$ cat config.mk
export PLATFORM = sky130hd
export DESIGN_NAME = qd_code_gen
export DESIGN_NICKNAME = d
export VERILOG_FILES = /design/src/rtl/qd_pkg.sv /design/src/rtl/qd_class_lut.sv /design/src/rtl/qd_code_gen.sv
export SDC_FILE = /design/constraint.sdc
export NUM_CORES = 1
export LEC_CHECK = 0
export ABC_AREA = 1
export BUFFER_PORTS_ARGS = -buffer_cell sky130_fd_sc_hd__buf_4
export CAP_MARGIN = 10
export CORE_UTILIZATION = 50
export CTS_BUF_LIST = sky130_fd_sc_hd__clkbuf_16
export CTS_CLUSTER_DIAMETER = 30
export DETAILED_ROUTE_END_ITERATION = 6
export PLACE_DENSITY = 0.69
export SLEW_MARGIN = 20
export SYNTH_ARGS = -nofsm -noshare
export SYNTH_HDL_FRONTEND = slang
export SYNTH_SLANG_ARGS = --single-unit
export TNS_END_PERCENT = 1
$ cat constraint.sdc
create_clock -name clk -period 2.4 [get_ports clk]
set_input_delay 0.48 -clock clk [delete_from_list [all_inputs] [get_ports clk]]
set_output_delay 0.48 -clock clk [all_outputs]
set_load 0.01 [all_outputs]
$ cat src/rtl/qd_pkg.sv
// Shared types, class tables and match rule for the 4-bit P/D code family.
package qd_pkg;

  typedef enum logic [1:0] {
    IDLE  = 2'd0,
    SCAN  = 2'd1,
    OFFER = 2'd2,
    DONE  = 2'd3
  } qd_gen_state_t;

  // Bit n holds the class of code n.
  localparam logic [15:0] QD_P_TABLE = 16'h066C;
  localparam logic [15:0] QD_D_TABLE = 16'h2525;

  function automatic logic qd_match(input logic [3:0] code,
                                    input logic [1:0] care,
                                    input logic [1:0] tgt);
    logic p;
    logic d;
    p = QD_P_TABLE[code];
    d = QD_D_TABLE[code];
    return (~care[1] | (p == tgt[1])) & (~care[0] | (d == tgt[0]));
  endfunction

endpackage

$ cat src/rtl/qd_class_lut.sv
// Combinational code -> P/D class lookup from the shared tables.
module qd_class_lut
  import qd_pkg::*;
(
  input  logic [3:0] code_i,
  output logic       p_o,
  output logic       d_o
);

  assign p_o = QD_P_TABLE[code_i];
  assign d_o = QD_D_TABLE[code_i];

endmodule

$ cat src/rtl/qd_code_gen.sv
// Sweeps codes 0..SWEEP_LAST and offers every code whose P/D class matches the target.
// Optional match counter output enabled by defining QD_CODE_GEN_CNT_EN.
module qd_code_gen
  import qd_pkg::*;
#(
  parameter int unsigned SWEEP_LAST = 15
) (
  input  logic       clk,
  input  logic       rst,
  input  logic       start,
  input  logic       abort,
  input  logic [1:0] care,
  input  logic [1:0] tgt,
  output logic       out_valid,
  input  logic       out_ready,
  output logic [3:0] code,
  output logic       code_p,
  output logic       code_d,
  output logic       busy,
  output logic       done
`ifdef QD_CODE_GEN_CNT_EN
  ,
  output logic [4:0] match_cnt
`endif
);

  localparam logic [3:0] LAST = 4'(SWEEP_LAST);

  qd_gen_state_t state_q;
  logic [3:0]    cand_q;
  logic [1:0]    care_q;
  logic [1:0]    tgt_q;
  logic          out_valid_q;
  logic [3:0]    code_q;
  logic          code_p_q;
  logic          code_d_q;
  logic          done_q;

  logic lut_p;
  logic lut_d;
  logic cand_match;

  qd_class_lut u_lut (
    .code_i (cand_q),
    .p_o    (lut_p),
    .d_o    (lut_d)
  );

  assign cand_match = qd_match(cand_q, care_q, tgt_q);

  always_ff @(posedge clk) begin
    if (rst) begin
      state_q     <= IDLE;
      cand_q      <= 4'd0;
      care_q      <= 2'b00;
      tgt_q       <= 2'b00;
      out_valid_q <= 1'b0;
      code_q      <= 4'd0;
      code_p_q    <= 1'b0;
      code_d_q    <= 1'b0;
      done_q      <= 1'b0;
    end else begin
      done_q <= 1'b0;
      case (state_q)
        IDLE: begin
          if (start && !abort) begin
            care_q  <= care;
            tgt_q   <= tgt;
            cand_q  <= 4'd0;
            state_q <= SCAN;
          end
        end
        SCAN: begin
          if (abort) begin
            state_q <= IDLE;
          end else if (cand_match) begin
            code_q      <= cand_q;
            code_p_q    <= lut_p;
            code_d_q    <= lut_d;
            out_valid_q <= 1'b1;
            state_q     <= OFFER;
          end else if (cand_q == LAST) begin
            done_q  <= 1'b1;
            state_q <= DONE;
          end else begin
            cand_q <= cand_q + 4'd1;
          end
        end
        OFFER: begin
          // Abort beats a coinciding handshake, so the last offer never yields done.
          if (abort) begin
            out_valid_q <= 1'b0;
            state_q     <= IDLE;
          end else if (out_ready) begin
            out_valid_q <= 1'b0;
            if (cand_q == LAST) begin
              done_q  <= 1'b1;
              state_q <= DONE;
            end else begin
              cand_q  <= cand_q + 4'd1;
              state_q <= SCAN;
            end
          end
        end
        DONE: begin
          state_q <= IDLE;
        end
        default: begin
          out_valid_q <= 1'b0;
          state_q     <= IDLE;
        end
      endcase
    end
  end

  assign out_valid = out_valid_q;
  assign code      = code_q;
  assign code_p    = code_p_q;
  assign code_d    = code_d_q;
  assign done      = done_q;
  assign busy      = (state_q == SCAN) || (state_q == OFFER);

`ifdef QD_CODE_GEN_CNT_EN
  logic [4:0] match_cnt_q;

  always_ff @(posedge clk) begin
    if (rst) begin
      match_cnt_q <= 5'd0;
    end else if (state_q == IDLE && start && !abort) begin
      match_cnt_q <= 5'd0;
    end else if (state_q == OFFER && !abort && out_ready) begin
      match_cnt_q <= match_cnt_q + 5'd1;
    end
  end

  assign match_cnt = match_cnt_q;
`endif

endmodule

==> results.py <==
metrics = {
    "run_status": {
        "status": "completed",
    },
    "timing": {
        "slew_headroom_pct": 68.9,
        "slew_viol_final": 0,
        "min_period_ns": 2.24,
        "setup_viol": 0,
        "clock-skew-final_ns": 0.00317,
        "setup_slack_ns": 0.157,
        "rsz0062_at_grt": "false",
        "worstMarginPinSlew_ns": 0.466,
        "tns_ns": 0,
        "fin_crit_sh_pct": 93.4,
        "final_hold_viol_count": 0,
        "fmax_mhz": 446,
    },
    "worst_setup_path": {
        "crit_path_start": "state_q[1]$_SDFFE_PP0P_",
        "rr_worst_depth": 16,
        "critical_path_class": "flip-flop to flip-flop",
        "slowest_stage": "dfxtp_1",
        "cpMostUsedCell": "inv_1",
        "crit_path_end": "lut_p$_DFF_P_",
        "end_kind": "flip-flop",
        "path_cells": "inv_1, ha_1, a21oi_1, nand2_2, nor2_4, nand2_4, inv_1, nand3_1, nand3_1, inv_1, ha_1, inv_1, nand4_1, nand2_1, nand2_1, nand2_1",
        "r2r_start": "state_q[1]$_SDFFE_PP0P_",
        "r2r_slack_ns": 0.16,
        "cpPeakStageDelay_ns": 0.39,
        "cp_max_fo": 6,
        "cp.required_ns": 2.59,
        "r2r-end": "lut_p$_DFF_P_",
        "arrival_ns": 2.44,
        "worstSetupStartpointType": "flip-flop",
    },
    "synth": {
        "synthSimpleGateAreaFrac_pct": 27.8,
        "yosys.area.top_type": "dfxtp_1",
        "yosys_warnings": 0,
        "synth_ff_type": "dfxtp_1",
        "syn_area_mm2": 0.00109,
        "async_flop_share_pct": 0,
        "synthXorXnorAreaFrac_pct": 0,
        "yosys-top-cells-count": "29 x nand2_1, 26 x inv_1, 20 x dfxtp_1, 14 x a21oi_1, 11 x nand3_1",
        "synth_edf_count": 0,
        "yosys_register_bits": 20,
        "synth_compound_area_share_pct": 17.4,
        "yosysTopAreaCellShare_pct": 36.6,
        "yosysMostFrequentCell": "nand2_1",
        "syn-num-nets": 168,
        "postSynthCellCount": 153,
        "synth_mux_area_share_pct": 0,
        "synth_area_leaders": "dfxtp_1 37%, nand2_1 10%, inv_1 8.9%",
        "syn_area_per_cell_um2": 7.15,
        "synthAdderAreaFrac_pct": 6.86,
        "seq_area_frac_synth_pct": 36.6,
        "synth_cell_types": 23,
        "synth_top_family_by_area": "simple AND/OR/NAND/NOR gates",
    },
    "global_routing": {
        "antenna_found_initial": 0,
        "first_global_vias": 950,
        "grt_start_max_net_pins": 14,
        "grt-ovfl-total": 0,
        "track_usage_pct": 22.1,
        "grt_first_pass_wirelength_mm": 4.12,
    },
    "cells_and_area": {
        "design_area_mm2": 0.00136,
        "syn2layout_area_growth_pct": 24.0,
        "antenna_cells": 0,
        "n_fill_cell": 183,
        "layout-drive-gt1-share_pct": 23.1,
        "nets": 189,
        "instances_no_fill": 200,
    },
    "route": {
        "drc": 0,
        "detail_route.wl_per_cell_um": 12.0,
        "drt_iter0_drc": 19,
        "routed_wirelength_mm": 2.40,
        "via_count": 1010,
        "vias_per_cell": 5.05,
        "dr.pass1.iters": 5,
        "ant_nets": 0,
    },
    "power": {
        "p_leak_nw": 0.674,
        "power_mw": 1.13,
        "power_density_mw_per_mm2": 836,
        "peakVddDrop_v": 0.000616,
    },
    "floorplanning": {
        "die-area_mm2": 0.00238,
        "coreArea_mm2": 0.00200,
        "ios": 18,
        "die_w_um": 48.8,
        "start_util_pct": 54.6,
        "row_count": 16,
        "die_h_um": 48.8,
    },
    "placed_design": {
        "place_area_mm2": 0.00125,
        "pre_cts_ws_ns": 0.207,
        "port-buffer-count": 17,
        "placed_cells": 196,
        "dp_hpwl_mm": 1.81,
        "gp_congestion": 0.893,
    },
    "cts": {
        "hold_buffers": 0,
        "cts_root_buf": "clkbuf_16",
        "cts_buffer_depth": 2,
        "ctsResizeCount": 0,
        "clkLatencyLatePin_ns": 0.25,
        "post-cts-setup-buffer-count": 0,
        "htree_levels": 1,
        "clock_sinks": 20,
        "cts_tree": "built",
        "clk_pin_slew_ns": 0.06,
        "numCtsBuffers": 3,
    },
    "hold_path": {
        "min_path_type": "input port to flip-flop",
    },
    "run": {
        "max-cap-violations": 0,
    },
}
## final cells by class
class	instances	area, um2	share of cell area, %
clock buffer	3	75.1	5.54
clock inverter	1	30.0	2.21
inverter	30	113	8.30
multi-input combinational	101	569	42.0
sequential	20	400	29.5
tap	27	33.8	2.49
timing repair buffer	18	135	9.96
## cell families after synthesis
| logic type | count (synthesis) |
|---|---|
| AO/OA/AOI/OAI | 33 |
| buffers and inverters | 32 |
| flip-flops | 20 |
| AND/OR/NAND/NOR | 62 |
| adder cells (fa/ha/maj) | 6 |
## power breakdown
| part | internal [mW] | leakage (nW) | switching (mW) |
|---|---|---|---|
| sequential | 0.373 | 0.163 | 0.0292 |
| combinational | 0.109 | 0.460 | 0.171 |
| clock | 0.330 | 0.0511 | 0.121 |
| total | 0.812 | 0.674 | 0.321 |
## cell usage in the layout (no fill, tap or decap), drive strengths merged
cell type  Yosys  layout
a211oi         2       2
a21boi         1       1
a21oi         14      14
buf            1      18
bufinv         0       1
clkbuf         1       3
dfxtp         20      20
ha             6       6
inv           30      30
nand2         36      36
nand3         14      14
nand4          1       1
nor2          10      10
nor3b          1       1
o211ai         1       1
o21ai         15      15
## worst min path at each step
stage | to | startpoint | cells past startpoint
after floorplan | care_q[0]$_SDFFE_PP0P_ | care_q[0]$_SDFFE_PP0P_ | 2
after global placement | care_q[0]$_SDFFE_PP0P_ | care_q[0]$_SDFFE_PP0P_ | 2
after detailed placement | care_q[0]$_SDFFE_PP0P_ | care_q[0]$_SDFFE_PP0P_ | 2
after CTS | state_q[1]$_SDFFE_PP0P_ | rst | 2
after global routing | state_q[1]$_SDFFE_PP0P_ | rst | 2
final | state_q[1]$_SDFFE_PP0P_ | rst | 2
## stage by stage
step	util (%)	hold slack [ns]
after floorplan	-	0.424
after global placement	62.5	0.439
after detailed placement	62.5	0.448
after CTS	67.8	0.412
after global routing	67.8	0.421
final	67.8	0.420
## sequential cells by signal (all words and copies together), names as in the netlist
signal,count
lut_p,1
cand_q,4
care_q,2
code_p,1
tgt_q,2
state_q,2
done,1
lut_d,1
code_d,1
out_valid,1
code,4
## critical path, delay by kind of cell, from the launching register on
kind,cells,cell delay [ns]
flip-flops,1,0.39
adder cells (fa/ha/maj),2,0.50
AND/OR/NAND/NOR,9,0.82
buffers and inverters,4,0.29
AO/OA/AOI/OAI,1,0.18
## layer usage
layer	up-vias	global-route usage [%]	routed length (um)
met3	2	4.09	61
met4	0	6.37	17
met2	18	37.7	1210
li1	528	-	-
met5	-	0	0
met1	462	28.1	1110
Power figures use the tool's default switching activity.
